--- src/rtl/seq_divider.sv ---
// Sequential radix-2 restoring unsigned divider with valid/ready handshakes.
// Produces one quotient bit per clock; a zero divisor completes immediately.
module seq_divider #(
   parameter int DW = 64,
   parameter int VW = 32
) (
   input  logic          clk,
   input  logic          rst_n,
   input  logic          in_valid,
   output logic          in_ready,
   input  logic [DW-1:0] dividend,
   input  logic [VW-1:0] divisor,
   output logic          out_valid,
   input  logic          out_ready,
   output logic [DW-1:0] quotient,
   output logic [VW-1:0] remainder,
   output logic          div_by_zero
);

   localparam int CW = $clog2(DW + 1);

   typedef enum logic [1:0] {IDLE, RUN, DONE} state_t;

   state_t        state, state_next;
   logic [DW-1:0] dvd_q;
   logic [VW:0]   prem_q;
   logic [VW-1:0] dsr_q;
   logic [CW-1:0] cnt_q;

   logic [VW+1:0] shifted;
   logic [VW+1:0] dsr_ext;
   logic [VW:0]   prem_next;
   logic          qbit;
   logic          last_step;

   // One restoring step: shift {remainder, dividend} left, trial-subtract the divisor.
   always_comb begin
      shifted   = {prem_q, dvd_q[DW-1]};
      dsr_ext   = {2'b00, dsr_q};
      qbit      = (shifted >= dsr_ext);
      prem_next = qbit ? (VW+1)'(shifted - dsr_ext) : shifted[VW:0];
      last_step = (cnt_q == CW'(DW - 1));
   end

   always_ff @(posedge clk or negedge rst_n) begin
      if (!rst_n) state <= IDLE;
      else        state <= state_next;
   end

   always_comb begin
      state_next = state;
      in_ready   = 1'b0;
      out_valid  = 1'b0;
      case (state)
         IDLE: begin
            in_ready = 1'b1;
            if (in_valid) state_next = (divisor == '0) ? DONE : RUN;
         end
         RUN: begin
            if (last_step) state_next = DONE;
         end
         DONE: begin
            out_valid = 1'b1;
            if (out_ready) state_next = IDLE;
         end
         default: state_next = IDLE;
      endcase
   end

   always_ff @(posedge clk or negedge rst_n) begin
      if (!rst_n) begin
         dvd_q       <= '0;
         prem_q      <= '0;
         dsr_q       <= '0;
         cnt_q       <= '0;
         quotient    <= '0;
         remainder   <= '0;
         div_by_zero <= 1'b0;
      end else begin
         case (state)
            IDLE: begin
               if (in_valid) begin
                  if (divisor != '0) begin
                     dvd_q  <= dividend;
                     prem_q <= '0;
                     dsr_q  <= divisor;
                     cnt_q  <= '0;
                  end else begin
                     quotient    <= '1;
                     remainder   <= dividend[VW-1:0];
                     div_by_zero <= 1'b1;
                  end
               end
            end
            RUN: begin
               dvd_q  <= {dvd_q[DW-2:0], qbit};
               prem_q <= prem_next;
               cnt_q  <= cnt_q + 1'b1;
               if (last_step) begin
                  quotient    <= {dvd_q[DW-2:0], qbit};
                  remainder   <= prem_next[VW-1:0];
                  div_by_zero <= 1'b0;
               end
            end
            default: ;
         endcase
      end
   end

endmodule

--- config.mk ---
export PLATFORM = sky130hd
export DESIGN_NAME = seq_divider
export DESIGN_NICKNAME = d
export VERILOG_FILES = /design/src/rtl/seq_divider.sv
export SDC_FILE = /design/constraint.sdc
export NUM_CORES = 1
export LEC_CHECK = 0
export ABC_AREA = 1
export BUFFER_PORTS_ARGS = -buffer_cell sky130_fd_sc_hd__buf_2
export CAP_MARGIN = 20
export CORE_ASPECT_RATIO = 0.7
export CORE_MARGIN = 3
export CORE_UTILIZATION = 25
export CTS_CLUSTER_DIAMETER = 40
export CTS_CLUSTER_SIZE = 12
export DETAILED_ROUTE_END_ITERATION = 8
export GPL_TIMING_DRIVEN = 0
export HOLD_SLACK_MARGIN = 0.06
export PLACE_DENSITY_LB_ADDON = 0.3
export SYNTH_ARGS = -nofsm -noshare
export SYNTH_HDL_FRONTEND = slang
export SYNTH_SLANG_ARGS = --single-unit
export TNS_END_PERCENT = 10
--- constraint.sdc ---
create_clock -name clk -period 4.05 [get_ports clk]
set_clock_uncertainty 0.1 [all_clocks]
set_input_delay 0 -clock clk [delete_from_list [all_inputs] [get_ports clk]]
set_output_delay 0 -clock clk [all_outputs]
set_load 0.03 [all_outputs]
; Yosys cells after proc, flatten, opt, wreduce, memory -nomap -nowiden
; Cells that the tools add are included.
[totals]
reg_bits = 235
output_inout_bits = 99
[classes]
n_addsub = 2
magnitude_cmp = 1
eq_ne = 8
n_mux = 29
n_reduce_logical = 8
[op_table]
columns = cell, count
row1 = two-way mux 64 bit, 5
row2 = one-hot mux 64 bit (2 select lines), 2
row3 = two-way mux 33 bit, 3
row4 = two-way mux 32 bit, 3
row5 = one-hot mux 33 bit (2 select lines), 1
row6 = one-hot mux 32 bit (2 select lines), 1
row7 = greater-or-equal comparator 34 x 32 -> 1 bit, 1
row8 = subtractor 33 x 32 -> 33 bit, 1
row9 = zero test 32 bit, 1
row10 = nonzero test 32 bit, 1
row11 = two-way mux 7 bit, 2
row12 = one-hot mux 7 bit (2 select lines), 1
row13 = "inequality test 2 bit, second input constant", 5
row14 = AND reduction 3 bit, 3
row15 = two-way mux 2 bit, 4
row16 = "adder 7 x 1 -> 7 bit, second input constant", 1
row17 = "== test 7 x 6 -> 1 bit, second input constant", 1
row18 = one-hot mux 2 bit (3 select lines), 1
row19 = two-way mux 1 bit, 5
row20 = AND reduction 4 bit, 1
row21 = "== test 2 x 1 -> 1 bit, second input constant", 1
row22 = "== test 2 bit, second input constant", 1
row23 = zero test 2 bit, 1
row24 = one-hot mux 1 bit (2 select lines), 1
row25 = nonzero test 2 bit, 1

; Longest topological paths before layout
; Gate-level depths: netlist (run 1).
[logic_depth]
ltp_word = 4
depth_mapped = 18
ltp_nobuf = 18

; Worst setup path after synthesis (run 1)
; Ideal clock, no wire load.
[synth_path]
path_kind = register to register
from = register dvd_q[63]
to = register prem_q[32]
setup_ns = 0.118
arrival_time_ns = 1.933
path_slack_ns = 1.899
path_stages_with_launch = 14
n_path_buf = 0
synth_period_minus_slack_ns = 2.151
cell_sequence = dfrtp_1 -> inv_1 -> ha_1 -> inv_1 -> fa_1 -> nand3_1 -> nand3_1 -> a21oi_1 -> o21bai_1 -> nand2_1 -> nand2_1 -> xor2_1 -> nand3_1 -> nand2_1
[synth_between]
elab_chain_len = 3
word_cells_on_any_way = 4
classes_between = add/sub: 1 / order compare: 1 / mux: 2
[synth_lines]
columns = item, line
row1 = "start, declared", 25  ; logic [DW-1:0] dvd_q;
row2 = "start signal, assigned", 84  ; dvd_q <= dividend;
row3 = "start signal, assigned", 96  ; dvd_q <= {dvd_q[DW-2:0], qbit};
row4 = subtractor 33 x 32 -> 33 bit / greater-or-equal comparator 34 x 32 -> 1 bit (equally long branches), "41, 40"
row5 = two-way mux 33 bit (*), 41  ; prem_next = qbit ? (VW+1)'(shifted - dsr_ext) : shifted[VW:0];
row6 = one-hot mux 33 bit (2 select lines) (*), 80  ; case (state)
row7 = "end signal, assigned", 97  ; prem_q <= prem_next;
row8 = "end, declared", 26  ; logic [VW:0] prem_q;
; Mark *: on every way between the ends. The rest lies on a longest branch, timed or not.
; A chain may end at the register's enable or synchronous reset.

; Worst setup path after layout (run 1)
[layout_path]
from = register dvd_q[63]
to = register remainder[31]
[layout_between]
elab_chain_len = 4
word_cells_on_any_way = 5
classes_between = add/sub: 1 / order compare: 1 / mux: 3
[layout_lines]
columns = item, line
row1 = subtractor 33 x 32 -> 33 bit / greater-or-equal comparator 34 x 32 -> 1 bit (equally long branches), "41, 40"
row2 = two-way mux 33 bit (*), 41
row3 = two-way mux 32 bit (*), 99  ; if (last_step) begin
row4 = one-hot mux 32 bit (2 select lines) (*), 80
row5 = "end signal, assigned", 90  ; remainder <= dividend[VW-1:0];
row6 = "end signal, assigned", 101  ; remainder <= prem_next[VW-1:0];
row7 = "end, declared", 16  ; output logic [VW-1:0] remainder,
; Mark *: on every way between the ends. The rest lies on a longest branch, timed or not. The select of a mux whose other input is x is not followed.

==> qor.csv, run 1 <==
metric,value,unit
status,"complete, no violations",
share of cells above drive strength 1,0.181,
synthesized flop and latch total,235,
Hold Startpoint,out_ready,
first-pass GRT wire length,77000,um
"Data arrival, critical path",3380,ps
Avg WL per Cell,17.6,um
CTS Sinks,235,
antenna violations before repair,5,
GP Congestion,0.896,
Power Density,1010,nW/um2
total number of vias,13100,
Fin. Hold Viols,0,
"commonest cells after routing, fill and taps aside","nand2_1, inv_1, dfrtp_1, buf_2, nor2_1",
Finished Cell Area,17700,um2
CTS root buffer,clkbuf_16,
Tcrit/Tclk final,0.745,
worst-case clock buffer depth,3,
Setup Viol. Count Final,0,
Yosys cell types,40,
CP required,4410,ps
post-CTS resize count,0,
CP Capture Type,register,
hold depth,3,
CORE AREA,52700,um2
Rel. slew slack,0.360,
total CTS buffers,35,
DRC viols,0,
Synth Net Count,1929,
DP Area,15400,um2
dpl ws,1110,ps
Final min period,3020,ps
yosys warns,0,
final worst slack,1030,ps
Pleak,8.94,nW
fin nets,2269,
Synth Instances,1795,
fmax,0.332,GHz
Port Buffers,198,
CTS tree,done,
First-pass DRT Iterations,6,
die footprint,56600,um2
Worst-path clk slew,50,ps
Final ANT Viol Nets,0,
Routed WL,50700,um
pin count of the biggest net entering global routing,116,
Crit Path Category,reg -> reg,
total grt overflow,0,
vias in the first global route,12500,
CP Launch Type,register,
Worst Reg-to-Reg Cells,14,
starting density of the core,0.255,
P&R area growth vs syn,31.8,%
I/O pin cnt,199,
Post-Syn Area,13400,um2
"most common cell after layout, fill and taps aside",nand2_1,
fin. max-slew vios,0,
Worst VDD drop,381,uV
Slew @ Worst Pin,956,ps
register area share after synthesis,0.437,
Die W,283,um
Die H,200,um
Hold Crit Class,in -> reg,
Pwr Total,17.8,mW
Max-Cap Viols,0,
syn_area_per_cell,7.49,um2
CP Max Fanout,10,
ANT cells,0,
via-per-instance ratio,4.56,
# H-tree levels,2,
DP HPWL,39800,um
crit path from,dvd_q[63],
worst skew pair latency,530,ps
row count,70,
GRT Total Usage,0.176,
worst r2r src,dvd_q[63],
RSZ-0062 raised after global routing,false,
DR iter-0 viols,1143,
final hold slack,124,ps
[sequential cells by signal (all words and copies together), names as in the netlist]
register	cells
cnt_q	7
div_by_zero	1
dsr_q	32
dvd_q	64
prem_q	33
quotient	64
remainder	32
state	2
[critical path: stages, from the launching register on]
cell,delay [ps]
dfrtp_1,420
inv_1,90
ha_1,150
inv_1,110
fa_1,470
nand3_1,140
nand3_2,190
nand2_2,120
nand2_2,80
nand3_4,190
buf_2,280
nand4_1,150
nand3_1,310
nand2_1,90
inv_1,60
[per-layer routing]
layer  GRT usage  routed length (um)  vias up
li1            -                   -     6414
met1       0.276               26400     6224
met2       0.237               19300      435
met3      0.0520                4210       62
met4      0.0300                 747        6
met5           0                  34        -
[metrics by stage]
step / TNS, ps / std cells / utilization
2_1_floorplan: 0 / 1795 / -
3_3_place_gp: -361090 / 2713 / 0.291
3_5_place_dp: 0 / 2715 / 0.292
4_1_cts: 0 / 2880 / 0.336
5_1_grt: 0 / 2880 / 0.336
6_report: 0 / 2880 / 0.336
[synth_stat cells, drive strengths merged]
cell | instances | area share
buf | 40 | 0.020
a31oi | 2 | 0.00093
fa | 1 | 0.0015
nand4 | 45 | 0.021
o211ai | 1 | 0.00056
o31ai | 33 | 0.018
ha | 33 | 0.031
nand2 | 501 | 0.14
o21ai | 135 | 0.050
inv | 265 | 0.074
clkbuf | 41 | 0.011
o21bai | 1 | 0.00056
a21oi | 117 | 0.044
nand3 | 135 | 0.069
a21o | 2 | 0.0011
xnor2 | 1 | 0.00065
xor2 | 14 | 0.0091
or2 | 32 | 0.015
and3 | 2 | 0.00093
nor2 | 145 | 0.045
and2 | 6 | 0.0028
clkinv | 1 | 0.00028
nor3 | 7 | 0.0026
dfrtp | 235 | 0.44
[power breakdown]
| group | total, mW | internal (mW) | switching (mW) |
|---|---|---|---|
| sequential | 4.15 | 3.53 | 0.624 |
| clock | 3.31 | 2.14 | 1.18 |
| combinational | 10.4 | 3.10 | 7.26 |
[cell families after synthesis]
| kind of cell | Yosys count | share of synthesized area |
|---|---|---|
| and+or+nand+nor | 873 | 0.300 |
| buffers and inverters | 347 | 0.105 |
| adders and majority gates | 34 | 0.0322 |
| xor gates and xnor gates | 15 | 0.00977 |
| AOI/OAI and AO/OA | 291 | 0.116 |
| DFF | 235 | 0.437 |
[what timing repair did]
action,CTS,global route
setup buffers,0,0
setup endpoints to repair,0,0
hold buffers,103,0
endpoints found under the hold margin,296,0
[area by class of cell]
class	count	area (um2)
clock inverters	20	312
repair buffers	303	2100
fillers	5674	35000
inverters	266	998
flip-flops and latches	235	5880
multi-input cells	1213	6150
plain buffers	81	418
clock buffers	42	953
well taps	720	901
[final timing paths]
kind / end / slack, ps
min in group asynchronous: quotient[22] / 490
min reg2reg: cnt_q[6] / 370
max in group asynchronous: prem_q[11] / 2440
min: state[1] / 120
max reg2reg: remainder[31] / 1030
max: remainder[31] / 1030
(Power assumes the default switching activity.)
==> run 2: changes to the inputs <==
==> constraint.sdc (replaced) <==
create_clock -name clk -period 2.9 [get_ports clk]
set_clock_uncertainty 0.1 [all_clocks]
set_input_delay 0 -clock clk [delete_from_list [all_inputs] [get_ports clk]]
set_output_delay 0 -clock clk [all_outputs]
set_load 0.03 [all_outputs]
==> qor.csv, run 2 (synthesis gave the netlist of run 1 again) <==
metric,value,unit,change
First-pass DRT Iterations,5,,-1
Final min period,2770,ps,-246 ps
CTS Sinks,235,,unchanged
fin. max-slew vios,0,,unchanged
fin nets,2269,,unchanged
worst skew pair latency,530,ps,about the same
"Data arrival, critical path",3080,ps,-300 ps
Pleak,8.94,nW,about the same
DR iter-0 viols,1195,,+4.5%
crit path from,dvd_q[63],,
Hold Startpoint,out_ready,,
I/O pin cnt,199,,unchanged
DRC viols,0,,unchanged
GP Congestion,0.896,,unchanged
starting density of the core,0.255,,unchanged
Port Buffers,198,,unchanged
antenna violations before repair,5,,unchanged
Rel. slew slack,0.377,,+0.0169
Fin. Hold Viols,0,,unchanged
worst r2r src,dvd_q[63],,
Crit Path Category,reg -> reg,,
CP Capture Type,register,,
Max-Cap Viols,0,,unchanged
RSZ-0062 raised after global routing,false,,
multi-input logic area,6160,um2,+0.16%
Fill cells,5673,,-0.018%
via-per-instance ratio,4.56,,about the same
sequential power share,0.233,,about the same
"most common cell after layout, fill and taps aside",nand2_1,,
first-pass GRT wire length,77000,um,unchanged
Avg WL per Cell,17.6,um,about the same
switching share of power,0.508,,-0.000594
Hold Crit Class,in -> reg,,
Power Density,1400,nW/um2,+40%
Final ANT Viol Nets,0,,unchanged
P&R area growth vs syn,31.9,%,about the same
Slew @ Worst Pin,931,ps,-25.2 ps
CTS root buffer,clkbuf_16,,
Largest regs,"dvd_q x64, quotient x64, prem_q x33",,
NetSw,12.6,mW,+40%
GRT Total Usage,0.176,,unchanged
status,"complete, no violations",,
total CTS buffers,35,,unchanged
CP Max Fanout,10,,unchanged
Die W,283,um,unchanged
Die H,200,um,unchanged
vias in the first global route,12500,,-0.016%
total grt overflow,0,,unchanged
CP Launch Type,register,,
die footprint,56600,um2,unchanged
CP required,3210,ps,-1200 ps
DP HPWL,39800,um,unchanged
row count,70,,unchanged
fin util,0.336,,about the same
pin count of the biggest net entering global routing,116,,unchanged
"commonest cells after routing, fill and taps aside","nand2_1, inv_1, dfrtp_1, buf_2, nor2_1",,
share of cells above drive strength 1,0.182,,+0.00139
ANT cells,0,,unchanged
fmax,0.361,GHz,+8.9%
Seq. cell area,5880,um2,unchanged
dpl ws,-44.3,ps,-1150 ps
Worst VDD drop,532,uV,+40%
Internal Power,12.3,mW,+40%
total number of vias,13100,,+0.046%
final worst slack,130,ps,-904 ps
Tcrit/Tclk final,0.955,,+0.211
Worst-path clk slew,50,ps,about the same
Setup Viol. Count Final,0,,unchanged
Comb power frac,0.581,,about the same
CORE AREA,52700,um2,unchanged
CTS tree,done,,
Routed WL,50700,um,about the same
Clk pwr share,0.186,,about the same
worst-case clock buffer depth,3,,unchanged
# H-tree levels,2,,unchanged
-- run 2: path summary, 6_finish.rpt --
path | to | slack [ps] | cells past startpoint
worst max-delay path | remainder[31] | 130 | 14
worst min-delay path | state[1] | 130 | 3
worst max register to register | remainder[31] | 130 | 14
worst min register to register | cnt_q[6] | 370 | 1
max in group asynchronous | prem_q[11] | 1290 | 5
min in group asynchronous | dvd_q[18] | 490 | 4
-- run 2: cell type report --
cell class                 instances  share of cell area
clock buffer                      42              0.0538
sequential                       235               0.332
clock inverter                    20              0.0176
inverter                         266              0.0563
timing repair buffer             303               0.119
tap                              720              0.0508
multi-input combinational       1213               0.347
buffer                            81              0.0237
-- run 2: critical path: stages, from the launching register on --
cell and delay, ps:
dfrtp_1 410, inv_1 70, ha_1 200, inv_1 180, fa_2 300, nand3_1 110, nand3_2 180, nand2_2 80
nand2_2 100, nand3_4 210, buf_4 260, nand4_1 110, nand3_2 190, nand2_1 100, inv_1 40
-- run 2: power by group through the flow --
stage,Combinational (mW),Clock (mW),Sequential (mW)
after floorplan,8.51,0,6.99
after global placement,14.1,0,5.78
after detailed placement,14.2,0,5.83
after CTS,14.5,4.73,5.79
after global routing,16.0,4.89,5.97
final,14.5,4.63,5.80
-- run 2: layer usage --
layer | share of wire | GRT usage | up-vias
li1 | - | - | 6416
met1 | 0.52 | 0.276 | 6237
met2 | 0.38 | 0.237 | 426
met3 | 0.084 | 0.0520 | 62
met4 | 0.015 | 0.0300 | 6
met5 | 0.00067 | 0 | -
-- run 2: per-stage QoR --
step	total power, mW	hold WS, ps	instance area, um2	setup TNS (ps)	std cells
finish	24.9	125	17700	0	2880
global placement	19.9	81.5	15300	-631390	2713
global route	26.9	112	17700	0	2880
floorplan	15.5	-396	13400	0	1795
detailed placement	20.0	-149	15400	-44.3	2715
CTS	25.0	91.2	17700	0	2880
-- run 2: timing repair --
action,in CTS,in global routing
hold buffers,103,0
endpoints found under the setup margin,1,18
hold endpoints to repair,296,0
buffers inserted,0,0
resized for setup,1,4
pin swaps,0,1
